--- src/rtl/hub75_pkg.sv ---
// Shared types and constants for the HUB75 scan driver: FSM states, pixel bit
// positions inside a frame-buffer word, and the default panel geometry.
package hub75_pkg;

   typedef enum logic [2:0] {
      ST_IDLE,
      ST_SHIFT,
      ST_BLANK,
      ST_LATCH,
      ST_DISPLAY
   } state_e;

   localparam int PIX_R0 = 5;
   localparam int PIX_G0 = 4;
   localparam int PIX_B0 = 3;
   localparam int PIX_R1 = 2;
   localparam int PIX_G1 = 1;
   localparam int PIX_B1 = 0;

   localparam int DEF_COLS   = 64;
   localparam int DEF_ADDR_W = 5;
   localparam int DEF_COL_W  = 6;
   localparam int DEF_OE_ON  = 256;

endpackage

--- src/rtl/hub75_scan_ctrl_if.sv ---
// Frame-buffer read port plus HUB75 panel pins. The scan driver is the master:
// it issues reads and drives the panel. The frame buffer and panel form the slave side.
interface hub75_scan_ctrl_if #(
   parameter int ADDR_W = 5,
   parameter int COL_W  = 6
);
   logic                      fb_rd_en;
   logic [ADDR_W+COL_W-1:0]   fb_addr;
   logic [5:0]                fb_rdata;
   logic                      r0, g0, b0, r1, g1, b1;
   logic [ADDR_W-1:0]         addr;
   logic                      clk_out;
   logic                      latch;
   logic                      oe;
   logic                      frame_done;

   modport master (
      output fb_rd_en, fb_addr,
      input  fb_rdata,
      output r0, g0, b0, r1, g1, b1, addr, clk_out, latch, oe, frame_done
   );

   modport slave (
      input  fb_rd_en, fb_addr,
      output fb_rdata,
      input  r0, g0, b0, r1, g1, b1, addr, clk_out, latch, oe, frame_done
   );
endinterface

--- src/rtl/hub75_scan_ctrl.sv ---
// HUB75 1/32-scan driver: per row pair, shifts COLS words from the frame buffer, blanks, latches, then lights for OE_ON cycles.
// All pins are registered; read data is taken the cycle after the strobe, so data leads each clk_out rise by one cycle.
module hub75_scan_ctrl
   import hub75_pkg::*;
#(
   parameter int COLS   = DEF_COLS,
   parameter int ADDR_W = DEF_ADDR_W,
   parameter int COL_W  = DEF_COL_W,
   parameter int OE_ON  = DEF_OE_ON
)(
   input  logic              clk,
   input  logic              rst_n,
   input  logic              enable,
   hub75_scan_ctrl_if.master bus
);

   localparam logic [COL_W-1:0]  COL_LAST = COL_W'(COLS - 1);
   localparam logic [ADDR_W-1:0] ROW_LAST = {ADDR_W{1'b1}};
   localparam logic [15:0]       ON_LOAD  = 16'(OE_ON - 1);

   state_e                  state_q, state_d;
   logic [ADDR_W-1:0]       row_q, row_d, row_inc;
   logic [COL_W-1:0]        col_q, col_d, col_inc;
   logic                    phase_q, phase_d;
   logic [15:0]             timer_q, timer_d;
   logic                    rd_en_q, rd_en_d;
   logic [ADDR_W+COL_W-1:0] fb_addr_q, fb_addr_d;
   logic [5:0]              rgb_q, rgb_d;
   logic [ADDR_W-1:0]       addr_q, addr_d;
   logic                    clk_out_q, clk_out_d;
   logic                    latch_q, latch_d;
   logic                    oe_q, oe_d;
   logic                    done_q, done_d;

   assign row_inc = row_q + 1'b1;
   assign col_inc = col_q + 1'b1;

   always_ff @(posedge clk or negedge rst_n) begin
      if (!rst_n) begin
         state_q   <= ST_IDLE;
         row_q     <= '0;
         col_q     <= '0;
         phase_q   <= 1'b0;
         timer_q   <= '0;
         rd_en_q   <= 1'b0;
         fb_addr_q <= '0;
         rgb_q     <= '0;
         addr_q    <= '0;
         clk_out_q <= 1'b0;
         latch_q   <= 1'b0;
         oe_q      <= 1'b1;
         done_q    <= 1'b0;
      end else begin
         state_q   <= state_d;
         row_q     <= row_d;
         col_q     <= col_d;
         phase_q   <= phase_d;
         timer_q   <= timer_d;
         rd_en_q   <= rd_en_d;
         fb_addr_q <= fb_addr_d;
         rgb_q     <= rgb_d;
         addr_q    <= addr_d;
         clk_out_q <= clk_out_d;
         latch_q   <= latch_d;
         oe_q      <= oe_d;
         done_q    <= done_d;
      end
   end

   always_comb begin
      state_d   = state_q;
      row_d     = row_q;
      col_d     = col_q;
      phase_d   = phase_q;
      timer_d   = timer_q;
      rd_en_d   = 1'b0;
      fb_addr_d = fb_addr_q;
      rgb_d     = rgb_q;
      addr_d    = addr_q;
      clk_out_d = clk_out_q;
      latch_d   = 1'b0;
      oe_d      = oe_q;
      done_d    = 1'b0;

      case (state_q)
         ST_IDLE: begin
            oe_d      = 1'b1;
            clk_out_d = 1'b0;
            if (enable) begin
               rd_en_d   = 1'b1;
               fb_addr_d = {row_q, {COL_W{1'b0}}};
               col_d     = '0;
               phase_d   = 1'b0;
               state_d   = ST_SHIFT;
            end
         end
         // oe is left alone here so the previous row stays lit during the shift
         ST_SHIFT: begin
            if (!phase_q) begin
               rgb_d     = bus.fb_rdata;
               clk_out_d = 1'b0;
               phase_d   = 1'b1;
            end else begin
               clk_out_d = 1'b1;
               if (col_q != COL_LAST) begin
                  rd_en_d   = 1'b1;
                  fb_addr_d = {row_q, col_inc};
                  col_d     = col_inc;
                  phase_d   = 1'b0;
               end else begin
                  state_d = ST_BLANK;
               end
            end
         end
         ST_BLANK: begin
            oe_d      = 1'b1;
            clk_out_d = 1'b0;
            state_d   = ST_LATCH;
         end
         ST_LATCH: begin
            latch_d = 1'b1;
            addr_d  = row_q;
            done_d  = (row_q == ROW_LAST);
            timer_d = ON_LOAD;
            state_d = ST_DISPLAY;
         end
         ST_DISPLAY: begin
            oe_d = 1'b0;
            if (timer_q == 16'd0) begin
               row_d = row_inc;
               if (enable) begin
                  rd_en_d   = 1'b1;
                  fb_addr_d = {row_inc, {COL_W{1'b0}}};
                  col_d     = '0;
                  phase_d   = 1'b0;
                  state_d   = ST_SHIFT;
               end else begin
                  oe_d    = 1'b1;
                  state_d = ST_IDLE;
               end
            end else begin
               timer_d = timer_q - 16'd1;
            end
         end
         default: state_d = ST_IDLE;
      endcase
   end

   assign bus.fb_rd_en   = rd_en_q;
   assign bus.fb_addr    = fb_addr_q;
   assign bus.r0         = rgb_q[PIX_R0];
   assign bus.g0         = rgb_q[PIX_G0];
   assign bus.b0         = rgb_q[PIX_B0];
   assign bus.r1         = rgb_q[PIX_R1];
   assign bus.g1         = rgb_q[PIX_G1];
   assign bus.b1         = rgb_q[PIX_B1];
   assign bus.addr       = addr_q;
   assign bus.clk_out    = clk_out_q;
   assign bus.latch      = latch_q;
   assign bus.oe         = oe_q;
   assign bus.frame_done = done_q;

endmodule

--- src/flat_wrapper.sv ---
// flat-port wrapper written by rule: the top's interface ports become plain ports
module hub75_scan_ctrl_flat import hub75_pkg::*;
#(
   parameter int COLS   = DEF_COLS,
   parameter int ADDR_W = DEF_ADDR_W,
   parameter int COL_W  = DEF_COL_W,
   parameter int OE_ON  = DEF_OE_ON
)
  (clk, rst_n, enable, bus_fb_rd_en, bus_fb_addr, bus_fb_rdata, bus_r0, bus_g0, bus_b0, bus_r1, bus_g1, bus_b1, bus_addr, bus_clk_out, bus_latch, bus_oe, bus_frame_done);
  hub75_scan_ctrl_if #(.ADDR_W(ADDR_W), .COL_W(COL_W)) bus_i ();
  input  logic clk;
  input  logic rst_n;
  input  logic enable;
  output wire logic [$bits(bus_i.fb_rd_en)-1:0] bus_fb_rd_en;
  output wire logic [$bits(bus_i.fb_addr)-1:0] bus_fb_addr;
  input wire logic [$bits(bus_i.fb_rdata)-1:0] bus_fb_rdata;
  output wire logic [$bits(bus_i.r0)-1:0] bus_r0;
  output wire logic [$bits(bus_i.g0)-1:0] bus_g0;
  output wire logic [$bits(bus_i.b0)-1:0] bus_b0;
  output wire logic [$bits(bus_i.r1)-1:0] bus_r1;
  output wire logic [$bits(bus_i.g1)-1:0] bus_g1;
  output wire logic [$bits(bus_i.b1)-1:0] bus_b1;
  output wire logic [$bits(bus_i.addr)-1:0] bus_addr;
  output wire logic [$bits(bus_i.clk_out)-1:0] bus_clk_out;
  output wire logic [$bits(bus_i.latch)-1:0] bus_latch;
  output wire logic [$bits(bus_i.oe)-1:0] bus_oe;
  output wire logic [$bits(bus_i.frame_done)-1:0] bus_frame_done;
  assign bus_fb_rd_en = bus_i.fb_rd_en;
  assign bus_fb_addr = bus_i.fb_addr;
  assign bus_i.fb_rdata = bus_fb_rdata;
  assign bus_r0 = bus_i.r0;
  assign bus_g0 = bus_i.g0;
  assign bus_b0 = bus_i.b0;
  assign bus_r1 = bus_i.r1;
  assign bus_g1 = bus_i.g1;
  assign bus_b1 = bus_i.b1;
  assign bus_addr = bus_i.addr;
  assign bus_clk_out = bus_i.clk_out;
  assign bus_latch = bus_i.latch;
  assign bus_oe = bus_i.oe;
  assign bus_frame_done = bus_i.frame_done;
  hub75_scan_ctrl #(.COLS(COLS), .ADDR_W(ADDR_W), .COL_W(COL_W), .OE_ON(OE_ON)) u_core (.clk(clk), .rst_n(rst_n), .enable(enable), .bus(bus_i));
endmodule
--- config.mk ---
export PLATFORM = sky130hd
export DESIGN_NAME = hub75_scan_ctrl_flat
export DESIGN_NICKNAME = d
export VERILOG_FILES = /design/src/rtl/hub75_pkg.sv /design/src/rtl/hub75_scan_ctrl_if.sv /design/src/rtl/hub75_scan_ctrl.sv /design/src/flat_wrapper.sv
export SDC_FILE = /design/constraint.sdc
export NUM_CORES = 1
export LEC_CHECK = 0
export ABC_AREA = 1
export BUFFER_PORTS_ARGS = -buffer_cell sky130_fd_sc_hd__buf_2
export CAP_MARGIN = 20
export CORE_MARGIN = 2
export CORE_UTILIZATION = 58
export DETAILED_ROUTE_END_ITERATION = 6
export MAX_ROUTING_LAYER = met4
export PLACE_DENSITY = 0.8
export SLEW_MARGIN = 20
export SYNTH_ARGS = -nofsm -noshare
export SYNTH_HDL_FRONTEND = slang
export SYNTH_SLANG_ARGS = --single-unit
--- constraint.sdc ---
create_clock -name clk -period 2.1 [get_ports clk]
set_input_delay 0.21 -clock clk [delete_from_list [all_inputs] [get_ports clk]]
set_output_delay 0.21 -clock clk [all_outputs]
set_load 0.05 [all_outputs]
== Word level (Yosys, flattened, before mapping) ==
Cells that the tools add are included.
Storage, ports and cells
  flip-flop bits (word level): 58
  input port bits: 9
  output and inout bits: 27
  logic and storage cells: 80
Operators by class
  $add $sub $neg: 3
  equality and inequality tests: 13
  mux-type cells: 36
  bitwise logic cells: 1
  reductions and logical operators: 14
Operator list (number)
  two-way mux 11 bit: 5
  case mux 11 bit (3 select lines): 1
  case mux 16 bit (2 select lines): 1
  two-way mux 6 bit: 4
  case mux 6 bit (3 select lines): 1
  zero test 16 bit: 1
  two-way mux 16 bit: 1
  subtractor 16 x 1 -> 16 bit (second input constant): 1
  case mux 3 bit (5 select lines): 1
  two-way mux 1 bit: 14
  two-way mux 3 bit: 4
  != test 2 bit (second input constant): 4
  AND reduction 2 bit: 4
  AND reduction 4 bit: 2
  adder 6 x 1 -> 6 bit (second input constant): 1
  == test 3 x 2 -> 1 bit (second input constant): 2
  != test 2 x 1 -> 1 bit (second input constant): 3
  != test 6 bit (second input constant): 1
  case mux 1 bit (3 select lines): 2
  AND reduction 6 bit: 1
  nonzero test 2 bit: 3
  adder 5 x 1 -> 5 bit (second input constant): 1
  == test 5 bit (second input constant): 1
  case mux 1 bit (2 select lines): 2
  other kinds (6): 6

== Logic depth before layout (Yosys ltp) ==
  depth after elaboration: 4
  gate-level depth with buffers: 11
  depth with buffers taken out: 10

== Worst setup path before layout ==
OpenSTA, ideal clock, no wires.
  path type: reg-to-reg
  from: reg u_core.col_q[0]
  to: reg u_core.fb_addr_q[0] (netlist: u_core.bus.fb_addr[0])
  library setup time: 0.118 ns
  arrival: 1.341 ns
  data required time: 1.982 ns
  path slack: 0.641 ns
  cell stages (with the launch flop): 9
  path buffers: 1
  clock period less this slack: 1.459 ns
  cells stage by stage: dfrtp_1 -> ha_1 -> nand3_1 -> nor2_1 -> nor2_1 -> nand2_2 -> buf_2 -> nand3_1 -> nand2_1
On the way
  word-level cells in the longest chain between the ends: 4
  elaborated cells on any way between the ends: 7
  those cells by class: 1 x add/sub; 2 x eq/ne; 3 x mux; 1 x reduce/logical
RTL lines
  start, declared: line hub75_scan_ctrl.sv:23  | logic [COL_W-1:0] col_q, col_d, col_inc;
  start signal, assigned: line hub75_scan_ctrl.sv:56  | col_q <= col_d;
  adder 6 x 1 -> 6 bit: line hub75_scan_ctrl.sv:36  | assign col_inc = col_q + 1'b1;
  two-way mux 11 bit: line hub75_scan_ctrl.sv:105  | if (col_q != COL_LAST) begin
  two-way mux 11 bit: line hub75_scan_ctrl.sv:99  | if (!phase_q) begin
  case mux 11 bit (3 select lines): line hub75_scan_ctrl.sv:85  | case (state_q)
  end signal, assigned: line hub75_scan_ctrl.sv:60  | fb_addr_q <= fb_addr_d;
  end, declared: line hub75_scan_ctrl.sv:27  | logic [ADDR_W+COL_W-1:0] fb_addr_q, fb_addr_d;
Parallel ways exist; a longest one is shown, timed or not. The select of a mux whose other input is x is not followed.
A chain may end at the register's enable or synchronous reset.

== Final worst setup path ==
  from: reg u_core.timer_q[7]
  to: reg u_core.timer_q[14]
On the way
  word-level cells in the longest chain between the ends: 3
  elaborated cells on any way between the ends: 6
  those cells by class: 1 x add/sub; 1 x eq/ne; 2 x mux; 2 x reduce/logical
RTL lines
  start, declared: line hub75_scan_ctrl.sv:25  | logic [15:0] timer_q, timer_d;
  start signal, assigned: line hub75_scan_ctrl.sv:58  | timer_q <= timer_d;
  subtractor 16 x 1 -> 16 bit / zero test 16 bit (equally long branches): line hub75_scan_ctrl.sv:142, hub75_scan_ctrl.sv:129
  two-way mux 16 bit / != test 2 bit (equally long branches)
  case mux 16 bit (2 select lines) / AND reduction 2 bit (equally long branches)
Parallel ways exist; a longest one is shown, timed or not. The select of a mux whose other input is x is not followed.

==> flow_summary.yaml <==
cts:
  clock_path_buffers: 2
  path_clk_slew_ns: 0.07
  insertion_delay_ns: 0.34
  numCtsBuffers: 9
  cts.repair.resized: 0
  cts_tree: "done"
  cts.sinks: 58
  root_buffer: "clkbuf_8"
  cts_setup_buffers: 0
  htreeDepth: 3
logic_synthesis:
  synth_fa_ha_area_frac: 0.0212
  ys_top_cells_by_count: "nand2_1, dfrtp_1, nand3_1"
  netlist_top_cells_area: "dfrtp_1, nand2_1, nand3_1"
  ys_types: 23
  syn_area_sq_um: 2960
  synth_mux_area_frac: 0
  ys_async_sr_fraction: 1.00
  synth_seq_cells: 58
  synth-main-ff-cell: "dfrtp_1"
  yosys.area.top_type_share: 0.483
  yosysTopAreaCell: "dfrtp_1"
  synth_cells: 376
  yosysMostFrequentCell: "nand2_1"
  synth_xor_area_frac: 0.0178
  yosysSeqAreaShare: 0.492
  yosys.area_share.simple: 0.343
  synth_compound_area_frac: 0.0597
  synth_top_family_by_area: "simple AND/OR/NAND/NOR gates"
  synth_nets: 390
  avgSynthCellArea_sq_um: 7.86
  synth_warnings: 0
  synth_edf_count: 0
floorplanning:
  die-area_sq_um: 5680
  fp-row-count: 25
  io_pins: 36
  fp.dieH_um: 75.4
  start_util: 0.614
  design.core.area_sq_um: 4820
  die_w_um: 75.4
sta:
  hold_violations: 0
  finalClockSkew_ns: 0.00900
  period_share: 0.820
  fmax_mhz: 581
  setup-tns-final_ns: 0
  worstMarginPinSlew_ns: 0.546
  rsz0062_at_grt: "false"
  slew_violations: 0
  maxSlewHeadroom: 0.636
  fin_crit_ns: 1.72
  finalSetupViolCount: 0
grt:
  grt_pass1_vias: 2256
  antenna_found_initial: 0
  grt_pass1_wl_mm: 10.1
  grt-ovfl-total: 0
  grt_max_degree: 36
  grt_usage: 0.247
worst_setup_path:
  startpoint_type: "flip-flop"
  worstPathArrival_ns: 1.93
  worstSetupPathType: "reg -> reg"
  slowest_delay_ns: 0.42
  crit_required_ns: 2.31
  critPathSlowestCell: "dfrtp_1"
  crit_chain: "nor2_1 -> nand2_2 -> nor2_4 -> nand2_4 -> a21oi_4 -> o21ai_1"
  crit_fanout: 17
  cp-startpoint: "u_core.timer_q[7]"
  crit_path_end_kind: "flip-flop"
  r2r-start: "u_core.timer_q[7]"
power_and_ir_drop:
  power_density_nw_per_um2: 1300
  power_leakage_uw: 0.00183
  total_power_uw: 4440
  ir_drop_mv: 0.658
run:
  cap_violations: 0
drt:
  routed_wl_mm: 6.05
  num_vias: 2518
  drt-initial-drc-count: 182
  wl_per_cell_um: 12.3
  vias_per_cell: 5.14
  drt_pass1_iterations: 5
  detail-route-antenna-nets: 0
  drc: 0
layout:
  finalNetCount: 432
  antenna_cells: 0
  num-fill-cells: 387
  syn2layout_area_growth_pct: 15.4
  drive_gt1_frac: 0.177
hold_path:
  hp-class: "in -> reg"
  hold_start: "bus_fb_rdata[2]"
outcome:
  status: "completed"
place:
  place.gp.congestion: 0.907
  io_buffer_count: 35
  dp_hpwl_mm: 4.19
[where the power goes]
| part | switching (uW) | internal [uW] |
|---|---|---|
| logic | 1310 | 442 |
| registers | 187 | 1380 |
| clock network | 459 | 667 |
| total | 1960 | 2490 |
[layout make-up]
cell class	count	area [sq um]	share of cell area
Sequential cell	58	1450	0.426
Multi-Input combinational cell	274	1300	0.382
Timing Repair Buffer	40	228	0.0668
Clock buffer	11	131	0.0385
Inverter	35	131	0.0385
Tap cell	67	83.8	0.0246
Clock inverter	5	78.8	0.0231
[per-stage QoR]
step	setup slack (ns)	hold slack, ns	area, sq um	utilization	instances
global route	0.211	0.0631	3410	0.708	490
detailed placement	0.396	0.223	3190	0.662	473
finish	0.378	0.0750	3410	0.708	490
global placement	0.421	0.222	3190	0.662	473
CTS	0.374	0.0658	3410	0.708	490
floorplan	0.641	-0.0856	2960	-	376
[per-layer routing]
metal / global-route usage / vias up / part of all wire
met1: 0.312 / 1153 / 0.45
met5: - / - / 0
met2: 0.365 / 71 / 0.46
met3: 0.0833 / 14 / 0.061
li1: - / 1280 / -
met4: 0.103 / 0 / 0.020
[what timing repair did]
item	in CTS	in global routing
endpoints found under the hold margin	22	0
hold buffers	1	0
setup endpoints to repair	0	0
[kinds of logic (layout without fill, tap and decap cells)]
| group | after synthesis | after routing |
|---|---|---|
| simple gates | 230 | 230 |
| flops | 58 | 58 |
| buf+inv | 44 | 91 |
| compound gates | 33 | 33 |
| xor+xnor | 6 | 6 |
| fa+ha+maj | 5 | 5 |
[sequential cells by signal, summed over array words and instances (netlist names), 3 cells and up]
name                flops
u_core.row_q            5
u_core.rgb_q            6
u_core.bus.fb_addr     11
u_core.timer_q         16
u_core.state_q          3
u_core.bus.addr         5
u_core.col_q            6
[critical path, delay by kind of cell (launching register included)]
family	cells	cell delay, ns
AOI/OAI and AO/OA	2	0.56
DFF	1	0.42
and+or+nand+nor	4	0.60
[placed cells by master, fill, tap and decap left out, types with 2 or more instances in the layout]
master	synthesis	final
xnor2_1	2	2
clkinv_2	0	2
nand2_2	7	7
o21ai_1	7	7
bufinv_16	0	2
inv_1	33	33
o21ai_0	17	17
dfrtp_1	57	57
ha_1	5	5
buf_2	3	35
clkbuf_1	0	2
nand3_1	50	50
xor2_1	4	4
a21oi_1	8	8
nand2_4	3	3
nand4_1	3	3
nand2_1	119	119
clkbuf_8	0	9
nor2_1	39	39
nor2_4	3	3
inv_2	2	2
buf_4	4	3
nor2_2	5	5
[path summary, 6_finish.rpt]
| kind | end | slack, ns | cells after the start |
|---|---|---|---|
| min in group asynchronous | u_core.state_q[1] | 0.39 | 2 |
| min reg2reg | u_core.rgb_q[1] | 0.46 | 2 |
| max | u_core.timer_q[14] | 0.38 | 6 |
| max reg2reg | u_core.timer_q[14] | 0.38 | 6 |
| max in group asynchronous | u_core.bus.addr[3] | 1.14 | 3 |
| min | u_core.rgb_q[2] | 0.07 | 3 |
No activity file was read; power rests on OpenSTA's default activity.
